<file path="config.mk">
export PLATFORM = sky130hd
export DESIGN_NAME = ex_muldiv_unit_flat
export DESIGN_NICKNAME = d
export VERILOG_FILES = /design/src/rtl/ex_muldiv_unit_if.sv /design/src/rtl/ex_muldiv_unit.sv /design/src/flat_wrapper.sv
export SDC_FILE = /design/constraint.sdc
export NUM_CORES = 1
export LEC_CHECK = 0
export CORE_ASPECT_RATIO = 1.4
export CORE_MARGIN = 3
export CORE_UTILIZATION = 60
export CTS_CLUSTER_SIZE = 10
export DETAILED_ROUTE_END_ITERATION = 10
export DONT_BUFFER_PORTS = 1
export GPL_TIMING_DRIVEN = 1
export PLACE_DENSITY = 0.76
export SYNTH_ARGS = -nofsm -noshare
export SYNTH_HDL_FRONTEND = slang
export SYNTH_SLANG_ARGS = --single-unit
</file>
<file path="constraint.sdc">
create_clock -name clk -period 7.2 [get_ports clk]
set_clock_uncertainty 0.05 [all_clocks]
set_input_delay 0.36 -clock clk [delete_from_list [all_inputs] [get_ports clk]]
set_output_delay 0.36 -clock clk [all_outputs]
set_load 0.02 [all_outputs]
</file>
<file path="src/rtl/ex_muldiv_unit_if.sv">
// Operand/result bundle between the EX stage and the iterative multiply/divide unit.
// The EX stage drives operands and control; the unit returns busy/done and the HI/LO registers.
interface ex_muldiv_unit_if #(
    parameter int DATA_W = 32
);
    logic              start;
    logic [2:0]        op;
    logic [DATA_W-1:0] a;
    logic [DATA_W-1:0] b;
    logic              flush;
    logic              busy;
    logic              done;
    logic [DATA_W-1:0] hi;
    logic [DATA_W-1:0] lo;

    modport master (
        output start, op, a, b, flush,
        input  busy, done, hi, lo
    );

    modport slave (
        input  start, op, a, b, flush,
        output busy, done, hi, lo
    );
endinterface

</file>
<file path="src/rtl/ex_muldiv_unit.sv">
// Iterative MULT/MULTU/DIV/DIVU unit owning HI/LO: 32 shift-add or restoring-divide
// iterations on magnitudes, then a single sign fix-up cycle that writes HI/LO.
module ex_muldiv_unit #(
    parameter int DATA_W = 32,
    parameter int CNT_W  = 6
) (
    input  logic            clk,
    input  logic            rst_n,
    ex_muldiv_unit_if.slave mdu
);
    typedef enum logic [1:0] {S_IDLE, S_CALC, S_FIX} state_t;

    state_t              state_q, state_d;
    logic [CNT_W-1:0]    cnt_q, cnt_d;
    logic [2*DATA_W-1:0] acc_q, acc_d;
    logic [DATA_W-1:0]   rem_q, rem_d;
    logic [DATA_W-1:0]   opnd_q, opnd_d;
    logic [DATA_W-1:0]   hi_q, hi_d;
    logic [DATA_W-1:0]   lo_q, lo_d;
    logic                is_div_q, is_div_d;
    logic                neg_res_q, neg_res_d;
    logic                neg_rem_q, neg_rem_d;
    logic                div0_q, div0_d;
    logic                done_q, done_d;

    logic                op_signed;
    logic [DATA_W-1:0]   mag_a, mag_b;
    logic [DATA_W:0]     mul_sum;
    logic [DATA_W:0]     div_shift;
    logic [DATA_W-1:0]   div_sub;
    logic                div_ge;

    assign op_signed = ~mdu.op[0];
    assign mag_a     = (op_signed && mdu.a[DATA_W-1]) ? -mdu.a : mdu.a;
    assign mag_b     = (op_signed && mdu.b[DATA_W-1]) ? -mdu.b : mdu.b;

    // Multiply: acc holds {partial product, remaining multiplier bits}, shifted right each step.
    assign mul_sum   = {1'b0, acc_q[2*DATA_W-1:DATA_W]} + (acc_q[0] ? {1'b0, opnd_q} : '0);

    // Divide: acc[DATA_W-1:0] holds dividend bits feeding in MSB-first and collects the quotient.
    assign div_shift = {rem_q, acc_q[DATA_W-1]};
    assign div_ge    = div_shift >= {1'b0, opnd_q};
    assign div_sub   = div_shift[DATA_W-1:0] - opnd_q;

    always_comb begin
        state_d   = state_q;
        cnt_d     = cnt_q;
        acc_d     = acc_q;
        rem_d     = rem_q;
        opnd_d    = opnd_q;
        hi_d      = hi_q;
        lo_d      = lo_q;
        is_div_d  = is_div_q;
        neg_res_d = neg_res_q;
        neg_rem_d = neg_rem_q;
        div0_d    = div0_q;
        done_d    = 1'b0;

        case (state_q)
            S_IDLE: begin
                if (mdu.start && !mdu.flush) begin
                    case (mdu.op)
                        3'b000, 3'b001, 3'b010, 3'b011: begin
                            is_div_d  = mdu.op[1];
                            neg_res_d = op_signed & (mdu.a[DATA_W-1] ^ mdu.b[DATA_W-1]);
                            neg_rem_d = op_signed & mdu.a[DATA_W-1];
                            div0_d    = mdu.op[1] && (mdu.b == '0);
                            acc_d     = {{DATA_W{1'b0}}, (mdu.op[1] ? mag_a : mag_b)};
                            opnd_d    = mdu.op[1] ? mag_b : mag_a;
                            rem_d     = '0;
                            cnt_d     = '0;
                            state_d   = S_CALC;
                        end
                        3'b100:  hi_d = mdu.a;
                        3'b101:  lo_d = mdu.a;
                        default: ;
                    endcase
                end
            end
            S_CALC: begin
                if (mdu.flush) begin
                    state_d = S_IDLE;
                end else begin
                    if (is_div_q) begin
                        rem_d                = div_ge ? div_sub : div_shift[DATA_W-1:0];
                        acc_d[DATA_W-1:0]    = {acc_q[DATA_W-2:0], div_ge};
                    end else begin
                        acc_d                = {mul_sum, acc_q[DATA_W-1:1]};
                    end
                    cnt_d = cnt_q + 1'b1;
                    if (cnt_q == CNT_W'(DATA_W - 1)) begin
                        state_d = S_FIX;
                    end
                end
            end
            S_FIX: begin
                state_d = S_IDLE;
                // A flush arriving in the fix-up cycle still cancels the write-back.
                if (!mdu.flush) begin
                    done_d = 1'b1;
                    if (is_div_q) begin
                        // Divide by zero leaves quotient all-ones and remainder equal to a.
                        lo_d = div0_q ? '1 : (neg_res_q ? -acc_q[DATA_W-1:0] : acc_q[DATA_W-1:0]);
                        hi_d = neg_rem_q ? -rem_q : rem_q;
                    end else begin
                        {hi_d, lo_d} = neg_res_q ? -acc_q : acc_q;
                    end
                end
            end
            default: state_d = S_IDLE;
        endcase
    end

    always_ff @(posedge clk or negedge rst_n) begin
        if (!rst_n) begin
            state_q   <= S_IDLE;
            cnt_q     <= '0;
            acc_q     <= '0;
            rem_q     <= '0;
            opnd_q    <= '0;
            hi_q      <= '0;
            lo_q      <= '0;
            is_div_q  <= 1'b0;
            neg_res_q <= 1'b0;
            neg_rem_q <= 1'b0;
            div0_q    <= 1'b0;
            done_q    <= 1'b0;
        end else begin
            state_q   <= state_d;
            cnt_q     <= cnt_d;
            acc_q     <= acc_d;
            rem_q     <= rem_d;
            opnd_q    <= opnd_d;
            hi_q      <= hi_d;
            lo_q      <= lo_d;
            is_div_q  <= is_div_d;
            neg_res_q <= neg_res_d;
            neg_rem_q <= neg_rem_d;
            div0_q    <= div0_d;
            done_q    <= done_d;
        end
    end

    assign mdu.busy = (state_q != S_IDLE);
    assign mdu.done = done_q;
    assign mdu.hi   = hi_q;
    assign mdu.lo   = lo_q;
endmodule

</file>
<file path="src/flat_wrapper.sv">
// flat-port wrapper written by rule: the top's interface ports become plain ports
module ex_muldiv_unit_flat 
#(
    parameter int DATA_W = 32,
    parameter int CNT_W  = 6
)
  (clk, rst_n, mdu_start, mdu_op, mdu_a, mdu_b, mdu_flush, mdu_busy, mdu_done, mdu_hi, mdu_lo);
  ex_muldiv_unit_if #(.DATA_W(DATA_W)) mdu_i ();
  input  logic clk;
  input  logic rst_n;
  input wire logic [$bits(mdu_i.start)-1:0] mdu_start;
  input wire logic [$bits(mdu_i.op)-1:0] mdu_op;
  input wire logic [$bits(mdu_i.a)-1:0] mdu_a;
  input wire logic [$bits(mdu_i.b)-1:0] mdu_b;
  input wire logic [$bits(mdu_i.flush)-1:0] mdu_flush;
  output wire logic [$bits(mdu_i.busy)-1:0] mdu_busy;
  output wire logic [$bits(mdu_i.done)-1:0] mdu_done;
  output wire logic [$bits(mdu_i.hi)-1:0] mdu_hi;
  output wire logic [$bits(mdu_i.lo)-1:0] mdu_lo;
  assign mdu_i.start = mdu_start;
  assign mdu_i.op = mdu_op;
  assign mdu_i.a = mdu_a;
  assign mdu_i.b = mdu_b;
  assign mdu_i.flush = mdu_flush;
  assign mdu_busy = mdu_i.busy;
  assign mdu_done = mdu_i.done;
  assign mdu_hi = mdu_i.hi;
  assign mdu_lo = mdu_i.lo;
  ex_muldiv_unit #(.DATA_W(DATA_W), .CNT_W(CNT_W)) u_core (.clk(clk), .rst_n(rst_n), .mdu(mdu_i));
endmodule
</file>
==> flow_metrics.tcl <==
set metrics [dict create \
    outcome "finished with violations" \
    violations "negative hold slack" \
    synth_warnings 0 \
    vias 17312 \
    core-area_um2 27930 \
    clock-root-buffer "clkbuf_16" \
    criticalPathCategory "reg -> reg" \
    viasPerCell 6.981 \
    post-dp-hpwl_um 47600 \
    h-tree-depth 1 \
    syn_inst 2189 \
    setup-tns-final_ns 0 \
    grt_pass1_wl_um 95970 \
    async_flop_share_pct 100.0 \
    chipHeight_um 206.0 \
    slew_violations 0 \
    port_buffers 0 \
    syn_area_per_cell_um2 7.831 \
    worst_slew_margin_rel_pct 21.59 \
    cts_sinks 205 \
    cp.arrival_ns 5.01 \
    end_kind "flop" \
    synth-edff-count 0 \
    gp_congestion 1.011 \
    syn_nets 2331 \
    grt_pass1_vias 16263 \
    synth-seq-area-share_pct 29.93 \
    dr.pass1.iters 7 \
    ir_worst_vdd_v 0.0001258 \
    grt_use_total_pct 40.60 \
    final_area_um2 18100 \
    dp.cells 2429 \
    synth_cell_type_count 77 \
    layout_commonest_cell "nand2_1" \
    gr-total-overflow 0 \
    clk_pin_slew_ns 0.06 \
    hold_violations 1 \
    hold_path.class "in -> reg" \
    finalCritPeriodShare_pct 64.74 \
    die_width_um 148.9 \
    wl_per_cell_um 26.04 \
    worstPathRequired_ns 7.55 \
    clkLatencyLatePin_ns 0.54 \
    ant_nets 0 \
    antenna_found_initial 0 \
    holdWs_ns -0.001352 \
    clockBufferDepth 3 \
    diodes 0 \
    area_growth_pct 5.621 \
    grt_max_degree 206 \
    rsz0062_at_grt "no" \
    p_leak_nw 7.859 \
    crit_path_start_kind "flop" \
    final_cells 2480 \
    nNetsFinal 2244 \
    num_io_pins 137 \
    ys.flop_type "dfrtp_1" \
    drtIter0Drc 1981 \
    numCtsBuffers 25 \
    cp_max_fo 32 \
    final_cell_mix "nand2_1, o21ai_0, dfrtp_1" \
    ys_ff_latch 205 \
    fin_crit_ns 4.661 \
    setup_viol 0 \
    drc 0 \
    place_area_um2 17230 \
    max_freq_mhz 214.5 \
    maxCapViolCount 0 \
    finalWirelength_um 64570 \
    cts_tree "yes" \
    die-area_um2 30660 \
    tightest_slew_ns 1.176 \
    powerDensity_nw_per_um2 256.3 \
    num_rows 72 \
    initial_core_util_pct 61.38 \
    syn_area_um2 17140 \
    layout-drive-gt1-share_pct 5.071 \
]
-- cells in the mapped netlist (9+ instances only) --
cell type  number  share of area, %
or4_1          20              0.88
nor4_1         26              0.95
and3_1         16              0.58
xor2_1         82               4.2
nor2_1        172               3.8
nand3_1        52               1.5
nand4_1        19              0.69
nand2_1       248               5.4
ha_1           69               5.0
nand2b_1       18              0.66
o41ai_1        24               1.2
mux2i_1        59               3.4
o21a_1         20              0.88
or3_1          19              0.69
and2_1         14              0.51
dfrtp_1       205                30
o21ai_0       226               6.6
a211oi_1        9              0.39
buf_1          10              0.22
inv_1          63               1.4
o22ai_1        40               1.5
clkbuf_1      132               2.9
nand3b_1        9              0.39
xnor2_1       111               5.7
o211ai_1       17              0.74
o311ai_0       15              0.77
nor3_1         53               1.5
nor2b_1        15              0.55
or2_2          17              0.62
a21oi_1       178               5.2
mux2_2         16               1.1
a31oi_1        22              0.80
a21o_1         29               1.3
o31ai_1        44               1.9
-- state kept, by name (all words and copies together), names as in the netlist --
register          cells
u_core.opnd_q        32
u_core.state_q        2
u_core.mdu.lo        32
u_core.neg_rem_q      1
u_core.cnt_q          6
u_core.mdu.hi        32
u_core.mdu.done       1
u_core.rem_q         32
u_core.is_div_q       1
u_core.neg_res_q      1
u_core.acc_q         64
u_core.div0_q         1
-- path summary, 6_finish.rpt --
check / startpoint / end / slack (ns) / cells past startpoint
min in group asynchronous: rst_n / u_core.cnt_q[0] / 0.44 / 2
setup reg to reg: u_core.acc_q[0] / u_core.acc_q[62] / 2.54 / 11
setup / recovery: u_core.acc_q[0] / u_core.acc_q[62] / 2.54 / 11
hold / removal: mdu_a[10] / u_core.mdu.lo[10] / -0.001 / 2
max in group asynchronous: rst_n / u_core.mdu.hi[4] / 5.71 / 2
hold reg to reg: u_core.opnd_q[19] / u_core.opnd_q[19] / 0.44 / 2
-- power breakdown --
group	total [mW]	switching [mW]	leakage [nW]	internal (mW)
Sequential	1.76	0.417	2.63	1.35
Combinational	1.73	1.08	4.88	0.648
Clock	1.15	0.497	0.343	0.653
-- repair_timing --
item,in CTS,in global routing
hold endpoints to repair,217,0
hold buffers,15,0
resized for setup,0,0
buffers inserted,0,0
-- area by class of cell --
type / instances / area (um2)
multi-input combinational: 1772 / 11260
fill: 2498 / 9822
clock buffer: 33 / 685.7
timing repair buffer: 33 / 310.3
clock inverter: 2 / 10.01
inverter: 65 / 244.0
tap: 370 / 462.9
sequential: 205 / 5132
-- layer usage --
layer	GRT usage, %	up-vias	share of wire, %
met4	37.39	0	11
met1	45.77	8231	34
met3	6.822	296	7.9
li1	-	7778	-
met2	65.19	1007	46
met5	0	-	0
-- critical path: stages (launching register included) --
cell and delay [ns]:
dfrtp_1 0.49, inv_1 0.88, nor2_1 0.09, ha_1 0.38
and2_1 0.17, a311o_1 0.37, o221a_2 0.30, a311oi_1 0.95
o21ai_0 0.34, o21ai_0 0.27, xor2_1 0.15, o21ai_0 0.08
-- cell families (layout without fill, tap and decap cells) --
group | Yosys count | after routing | synth area share [%]
flip-flops | 205 | 205 | 29.93
XOR/XNOR | 193 | 193 | 9.861
AND/OR/NAND/NOR | 726 | 726 | 20.26
multiplexers | 75 | 75 | 4.496
adder cells (fa/ha/maj) | 71 | 71 | 5.270
AO/OA/AOI/OAI | 707 | 707 | 25.42
buffers and inverters | 212 | 133 | 4.766
-- stage by stage --
stage | hold slack, ns | setup slack [ns] | total power [mW] | util (%)
2_1_floorplan | 0.01441 | 3.692 | 2.882 | -
3_3_place_gp | 0.02321 | 2.754 | 3.358 | 61.68
3_5_place_dp | 0.02181 | 2.634 | 3.399 | 61.68
4_1_cts | 0.0003265 | 2.620 | 4.572 | 64.78
5_1_grt | 0.01251 | 2.269 | 4.841 | 64.83
6_report | -0.001352 | 2.539 | 4.640 | 64.83
Note: power is estimated with default switching activity, not from simulation.
